**config.mk**
```make
export PLATFORM = sky130hd
export DESIGN_NAME = hsi_slave
export DESIGN_NICKNAME = d
export VERILOG_FILES = /design/src/rtl/hsi_pkg.sv /design/src/rtl/hsi_frame_rx.sv /design/src/rtl/hsi_slave.sv
export SDC_FILE = /design/constraint.sdc
export NUM_CORES = 1
export LEC_CHECK = 0
export BUFFER_PORTS_ARGS = -buffer_cell sky130_fd_sc_hd__clkbuf_2
export CORE_MARGIN = 4
export CORE_UTILIZATION = 40
export DETAILED_ROUTE_END_ITERATION = 6
export RECOVER_POWER = 25
export SYNTH_ARGS = -nofsm -noshare
export SYNTH_HDL_FRONTEND = slang
export SYNTH_SLANG_ARGS = --single-unit
export TNS_END_PERCENT = 100
```
**constraint.sdc**
```tcl
create_clock -name clk -period 2.2 [get_ports clk]
set_input_delay 0.33 -clock clk [delete_from_list [all_inputs] [get_ports clk]]
set_output_delay 0.33 -clock clk [all_outputs]
set_load 0.05 [all_outputs]
```
**src/rtl/hsi_pkg.sv**
```systemverilog
// hsi_pkg: shared FSM states, frame constants and frame builder for the HSI slave
package hsi_pkg;
    typedef enum logic [2:0] {IDLE, RX, GAP, TX_LEAD, TX, TX_TAIL} state_t;
    localparam int BIT_CLKS_DEF = 48;
    localparam int DATA_BITS = 8;
    localparam int FRAME_BITS = 11;
    localparam logic [3:0] BCAST_ADDR = 4'hF;
    function automatic logic [FRAME_BITS-1:0] frame_bits(input logic [DATA_BITS-1:0] b);
        return {1'b1, ~^b, b, 1'b0};
    endfunction
endpackage

```
**src/rtl/hsi_frame_rx.sv**
```systemverilog
// hsi_frame_rx: rx synchronizer and mid-bit sampling deserializer with parity and stop check
module hsi_frame_rx
    import hsi_pkg::*;
#(
    parameter int BIT_CLKS = BIT_CLKS_DEF
) (
    input  logic                 clk,
    input  logic                 rst,
    input  logic                 rx,
    input  logic                 arm,
    output logic                 start,
    output logic                 ok,
    output logic                 bad,
    output logic                 glitch,
    output logic [DATA_BITS-1:0] data,
    output logic [DATA_BITS-1:0] cmd,
    output logic                 cmd_vld,
    output logic                 err
);
    localparam int CW = $clog2(BIT_CLKS);
    localparam logic [CW-1:0] LAST = CW'(BIT_CLKS - 1);
    localparam logic [CW-1:0] MID = CW'(BIT_CLKS / 2 - 1);
    logic [1:0] sync;
    logic rs, prev, active, par, mid, good;
    logic [CW-1:0] cnt;
    logic [3:0] idx;
    assign rs = sync[1];
    always_comb begin
        start = arm & ~active & prev & ~rs;
        mid = active & (cnt == MID);
        good = rs & (^{data, par});
        glitch = mid & (idx == 4'd0) & rs;
        ok = mid & (idx == 4'(FRAME_BITS - 1)) & good;
        bad = mid & (idx == 4'(FRAME_BITS - 1)) & ~good;
    end
    always_ff @(posedge clk) begin
        if (rst) begin
            sync <= 2'b11;
            prev <= 1'b1;
            active <= 1'b0;
            cnt <= '0;
            idx <= '0;
            data <= '0;
            par <= 1'b0;
            cmd <= '0;
            cmd_vld <= 1'b0;
            err <= 1'b0;
        end else begin
            sync <= {sync[0], rx};
            prev <= rs;
            cmd_vld <= ok;
            err <= bad;
            if (ok) cmd <= data;
            if (start) begin
                active <= 1'b1;
                cnt <= '0;
                idx <= '0;
            end else if (active) begin
                cnt <= (cnt == LAST) ? '0 : cnt + 1'b1;
                idx <= idx + 4'(cnt == LAST);
                if (mid && idx >= 4'd1 && idx <= 4'(DATA_BITS)) data <= {rs, data[DATA_BITS-1:1]};
                if (mid && idx == 4'(DATA_BITS + 1)) par <= rs;
                if (glitch || ok || bad) active <= 1'b0;
            end
        end
    end
endmodule

```
**src/rtl/hsi_slave.sv**
```systemverilog
// hsi_slave: RS-485 half-duplex slave that answers its addressed command with a two-byte response
module hsi_slave
    import hsi_pkg::*;
#(
    parameter int         BIT_CLKS = BIT_CLKS_DEF,
    parameter logic [3:0] ADDR     = 4'h1,
    parameter int         GAP_BITS = 2
) (
    input  logic        clk,
    input  logic        rst,
    input  logic        rx,
    output logic        tx,
    output logic        de,
    output logic        n_re,
    output logic [7:0]  cmd,
    output logic        cmd_vld,
    input  logic [15:0] rsp_data,
    output logic        err,
    output logic        busy
);
    localparam int CW = $clog2(BIT_CLKS);
    localparam logic [CW-1:0] LAST = CW'(BIT_CLKS - 1);
    state_t state, nxt;
    logic [CW-1:0] cnt;
    logic [4:0] bi;
    logic [2*FRAME_BITS-1:0] sh;
    logic start, ok, bad, glitch, bit_end;
    logic [7:0] data;
    hsi_frame_rx #(.BIT_CLKS(BIT_CLKS)) u_rx (
        .clk(clk),
        .rst(rst),
        .rx(rx),
        .arm(state == IDLE || state == GAP),
        .start(start),
        .ok(ok),
        .bad(bad),
        .glitch(glitch),
        .data(data),
        .cmd(cmd),
        .cmd_vld(cmd_vld),
        .err(err)
    );
    assign bit_end = cnt == LAST;
    always_ff @(posedge clk) begin
        if (rst) state <= IDLE;
        else state <= nxt;
    end
    always_comb begin
        nxt = state;
        case (state)
            IDLE:    if (start) nxt = RX;
            RX:      if (ok) nxt = (data[7:4] == ADDR && data[7:4] != BCAST_ADDR) ? GAP : IDLE;
                     else if (bad || glitch) nxt = IDLE;
            GAP:     if (start) nxt = RX;
                     else if (bit_end && bi == 5'(GAP_BITS - 1)) nxt = TX_LEAD;
            TX_LEAD: if (bit_end) nxt = TX;
            TX:      if (bit_end && bi == 5'(2 * FRAME_BITS - 1)) nxt = TX_TAIL;
            TX_TAIL: if (bit_end) nxt = IDLE;
            default: nxt = IDLE;
        endcase
    end
    // response word is captured once, as GAP hands over to the transmitter
    always_ff @(posedge clk) begin
        if (rst) begin
            cnt <= '0;
            bi <= '0;
            sh <= '1;
        end else begin
            cnt <= (nxt != state || bit_end) ? '0 : cnt + 1'b1;
            bi <= (nxt != state) ? '0 : bi + 5'(bit_end);
            if (state == GAP && nxt == TX_LEAD) sh <= {frame_bits(rsp_data[7:0]), frame_bits(rsp_data[15:8])};
            else if (state == TX && bit_end) sh <= {1'b1, sh[2*FRAME_BITS-1:1]};
        end
    end
    always_comb begin
        busy = state != IDLE;
        de = state == TX_LEAD || state == TX || state == TX_TAIL;
        n_re = de;
        tx = (state == TX) ? sh[0] : 1'b1;
    end
endmodule
```
# After elaboration in Yosys (flattened, before gate mapping)
# Index checks and enable logic that the tools add are counted.
# op_classes
addsub,4
n_lt_le_gt_ge,2
eq_ne,16
n_mux,17
n_bitwise,14
reduce_logical,28
# op_table
cell,n
$mux 21,2
$mux 3,8
$pmux 3 s6,1
$reduce_xnor 8->1,2
$add 6x1->6 const B,2
$eq 6x6->1 const B,2
$and 1x1->1,10
$eq 3x2->1 const B,3
$reduce_xor 9->1,1
$eq 4x4->1 const B,2
$logic_and 1x1->1,8
$reduce_or 2->1,4
$logic_or 1x1->1,7
$eq 3x3->1 const B,2
$eq 6x5->1 const B,1
$mux 6,1
$reduce_and 3->1,2
$add 5x1->5,1
$eq 5x1->1 const B,1
$eq 5x5->1 const B,1
$add 4x1->4,1
$eq 4x1->1 const B,1
$ge 4x1->1 const B,1
$le 4x4->1 const B,1
other kinds (10),16
# totals
register_bits,68
in_bits,19
out_inout_bits,14
elab_cells,96

# Logic depth before layout (Yosys ltp)
# depth
depth_word,11
mapped_depth,10

# Modules after synthesis
# A second synthesis with hierarchy kept.
# hier_totals
cells_unflattened,404
area_unflattened_um2,3644.7
# modules_own_cells
module,instances,cells_each,area_per_inst_um2
hsi_slave,1,250,2157.1
hsi_frame_rx,1,154,1487.7

# Least setup slack after synthesis
# Ideal clock, no wire load.
# synth_path
path_kind,register -> register
start,register u_rx.cnt[0]
end,register sh[20]
setup_ns,0.120
t_arrival_ns,2.118
required_ns,2.080
path_slack_ns,-0.037
stages_incl_launch_ff,7
period_less_slack_ns,2.237
cell_sequence,dfxtp_1 -> ha_1 -> or3b_1 -> or4_4 -> nor4b_4 -> o31ai_1 -> a211o_1
# synth_via
elab_chain_cells,11
word_cells_on_any_way,15
# synth_lines
element,line,source
start: declaration,hsi_frame_rx.sv:25,logic [CW-1:0] cnt;
start signal: assignment,hsi_frame_rx.sv:59,cnt <= (cnt == LAST) ? '0 : cnt + 1'b1;
$eq 6x5->1 *,hsi_frame_rx.sv:30,mid = active & (cnt == MID);
$and 1x1->1 *,hsi_frame_rx.sv:30,
$and 1x1->1 (on tied branches),"hsi_frame_rx.sv:33, hsi_frame_rx.sv:34, hsi_frame_rx.sv:32",
$and 1x1->1 (on tied branches),"hsi_frame_rx.sv:34, hsi_frame_rx.sv:32",
$logic_or 1x1->1,hsi_slave.sv:53,else if (bad || glitch) nxt = IDLE;
$mux 3,hsi_slave.sv:53,
$mux 3 *,hsi_slave.sv:52,RX: if (ok) nxt = (data[7:4] == ADDR && data[7:4] != BCAST_ADDR) ? GAP : IDLE;
$pmux 3 s6 *,hsi_slave.sv:50,case (state)
$eq 3x2->1 *,hsi_slave.sv:71,"if (state == GAP && nxt == TX_LEAD) sh <= {frame_bits(rsp_data[7:0]), frame_bits(rsp_data[15:8])};"
$logic_and 1x1->1 *,hsi_slave.sv:71,
$mux 21 or $reduce_bool 2->1 (tied branches),n/a,
end signal: assignment,hsi_slave.sv:71,
end signal: assignment,hsi_slave.sv:72,"else if (state == TX && bit_end) sh <= {1'b1, sh[2*FRAME_BITS-1:1]};"
end: declaration,hsi_slave.sv:26,logic [2*FRAME_BITS-1:0] sh;
# Mark *: on every way between the ends. The rest lies on a longest branch, timed or not.
# A chain may end at the register's enable or synchronous reset.

# Worst setup path after layout
# Ends and elaborated chain as after synthesis.

==> qor.txt <==
CP endpoint kind - flop
CP Launch Point - u_rx.cnt[0]
part of the cycle the worst path needs - 101%
Root Buffer - clkbuf_8
design area - 4320 µm²
Synth area leaders - dfxtp_1 37%, nor4_1 6.3%, xnor2_1 6.2%
DRT Wirelength - 8520 µm
grt total ovfl - 0
number of synthesized register bits - 68
CTS tree - done
first-pass GRT wire length - 14400 µm
Clk pin slew, worst setup/hold paths - 0.07 ns
status - finished with violations
Max FO, Critical Path - 4
clock buffer depth - 2
post-placement worst setup slack - -0.0307 ns
Detail Route Antenna Nets - 0
Worst Reg-to-Reg Cells - 7
register area share after synthesis - 37.1%
Worst Slack Setup Final - -0.0303 ns
largest net degree at the start of global routing - 40
crit start category - flop
# nets final - 479
Synth top area share - 37.1%
max frequency - 448 MHz
placed cell count - 548
clock sinks - 68
Critical Path RT - 2.44 ns
placed wire-length estimate after detailed placement - 5890 µm
via count - 3166
GR Util All Layers - 16.0%
min-delay worst type - input pin to flop
YS warnings - 0
Worst EP arrival - 2.47 ns
Unique masters post-synth - 55
critical path type - flop to flop
Non-Filler Instances - 567
Area Overhead vs Synth - 17.9%
Final Critical Period - 2.23 ns
max-capacitance violation count - 0
Post-synth EDFFs - 0
synth cell count leaders - 68 x dfxtp_1, 37 x nor4_1, 29 x nor2_1, 29 x nor3_1, 26 x xnor2_1
antenna violations before repair - 0
vias in the first global route - 3004
worst setup path end - sh[20]
Syn Area/Cell - 9.05 µm²
Starting Density - 41.6%
Port Buffer Count - 32
Synth Flop Type - dfxtp_1
Die Area - 10800 µm²
Core Rows - 34
final hold viol count - 0
die width - 104 µm
leak pwr - 1.65 nW
number of hold buffers added after CTS - 0
CORE AREA - 8810 µm²
VDD IR max - 0.299 mV
die height - 104 µm
dpl cell area - 4090 µm²
Residual DRC - 0
DRT iter0 DRCs - 139
slew of the pin with the lowest slew margin - 1.26 ns
cell with the most instances after synthesis - dfxtp_1
Finish-stage setup viols - 4
Gate Count Post-Synth - 405
# IOs - 33
clk_lat worst skew - 0.35 ns
PD cells - 620 nW/µm²
1st-pass router iterations - 4
violated checks - setup timing
n_diodes - 0
Async SR Flop Fraction - 0%
top cell type by total area after synthesis - dfxtp_1
H-tree depth - 3
total CTS buffers - 9
worst clock skew - 0.00794 ns
Crit Reg-Reg Endpoint - sh[20]
Net Count, Synth - 430
worst rel slew slack - 16.0%
reg2reg start - u_rx.cnt[0]
layout cells sized above 1 - 25.3%
unrepaired setup endpoints after global routing - yes
Vias/cell - 5.58
fin. max-slew vios - 0
Final Wtd Congestion - 0.751
FF-to-FF setup slack - -0.03 ns
Mapped Area - 3660 µm²
wire per inst - 15.0 µm
fillers - 850
## routing by layer
| layer | global-route usage [%] | routed length [µm] | up-vias | share of wire [%] |
|---|---|---|---|---|
| met5 | 0 | 0 | - | 0 |
| met2 | 25.0 | 3950 | 45 | 46 |
| met3 | 4.42 | 274 | 9 | 3.2 |
| met1 | 21.8 | 4200 | 1510 | 49 |
| met4 | 4.56 | 96 | 0 | 1.1 |
| li1 | - | - | 1602 | - |
## worst min path at each step
stage | cells past startpoint | startpoint | endpoint | slack, ns
6_report | 2 | rx | u_rx.sync[0] | 0.17
5_1_grt | 2 | rx | u_rx.sync[0] | 0.15
3_3_place_gp | 1 | u_rx.sync[0] | u_rx.sync[1] | 0.40
4_1_cts | 2 | rx | u_rx.sync[0] | 0.16
2_1_floorplan | 1 | u_rx.sync[0] | u_rx.sync[1] | 0.39
3_5_place_dp | 1 | u_rx.sync[0] | u_rx.sync[1] | 0.40
## flip-flops by register name (all words and copies together), names as in the netlist, 2 cells and up
| register | flops |
|---|---|
| sh | 21 |
| u_rx.cmd | 8 |
| u_rx.data | 8 |
| cnt | 6 |
| u_rx.cnt | 6 |
| bi | 5 |
| u_rx.idx | 4 |
| state | 3 |
| u_rx.sync | 2 |
## critical path, cell delays in order, from the launching register on
cell	delay, ns
dfxtp_2	0.35
ha_4	0.13
or3b_1	0.36
or4_4	0.48
nor4b_4	0.26
buf_4	0.18
o31ai_2	0.07
a211o_1	0.29
## power breakdown
part           switching, mW  internal, mW
clock network          0.475         0.558
registers             0.0362          1.30
logic                  0.159         0.152
total                  0.670          2.01
## repair_timing
item | in CTS | in global routing
resized for setup | 4 | 6
setup buffers | 2 | 0
setup endpoints to repair | 20 | 32
gates cloned | 1 | 0
pin swaps | 0 | 6
## placed cells by master, fill, tap and decap left out, types with 4 or more instances in the layout
cell type	instances
a21o_1	4
a21oi_1	22
buf_4	30
clkbuf_1	16
clkbuf_2	21
clkbuf_8	10
dfxtp_1	65
ha_1	4
mux2_2	19
mux2i_1	14
nand2_1	12
nand3_1	14
nand4_1	14
nor2_1	29
nor3_1	29
nor3_2	9
nor4_1	37
o21ai_0	4
o31ai_1	9
or2_2	4
or3_1	6
xnor2_1	25
xor2_1	8
## final cells by class
| class | instances | area, µm² | area share, % |
|---|---|---|---|
| well taps | 108 | 135 | 3.13 |
| flip-flops and latches | 68 | 1370 | 31.6 |
| repair buffers | 68 | 442 | 10.2 |
| inverters | 4 | 15.0 | 0.347 |
| multi-input cells | 303 | 2170 | 50.2 |
| clock buffers | 13 | 149 | 3.45 |
| clock inverters | 3 | 46.3 | 1.07 |
## through the flow
step / util (%) / power (mW) / hold WS (ns) / setup TNS, ns
after global routing: 49.1 / 2.82 / 0.154 / -2.18
after CTS: 49.2 / 2.71 / 0.156 / -0.209
after global placement: 46.5 / 1.66 / 0.400 / 0
after detailed placement: 46.5 / 1.67 / 0.401 / -0.319
after floorplan: - / 1.59 / 0.389 / 0
final: 49.1 / 2.68 / 0.169 / -0.0892
## cells by family (layout without fill, tap and decap cells)
family | after synthesis | in the layout | synth area share (%)
AOI/OAI and AO/OA | 50 | 50 | 8.64
xor gates and xnor gates | 36 | 36 | 9.39
adders and majority gates | 6 | 6 | 2.05
buffers and inverters | 34 | 88 | 4.40
DFF | 68 | 68 | 37.1
muxes | 33 | 33 | 9.66
and+or+nand+nor | 178 | 178 | 28.7
No activity file was read; power rests on OpenSTA's default activity.
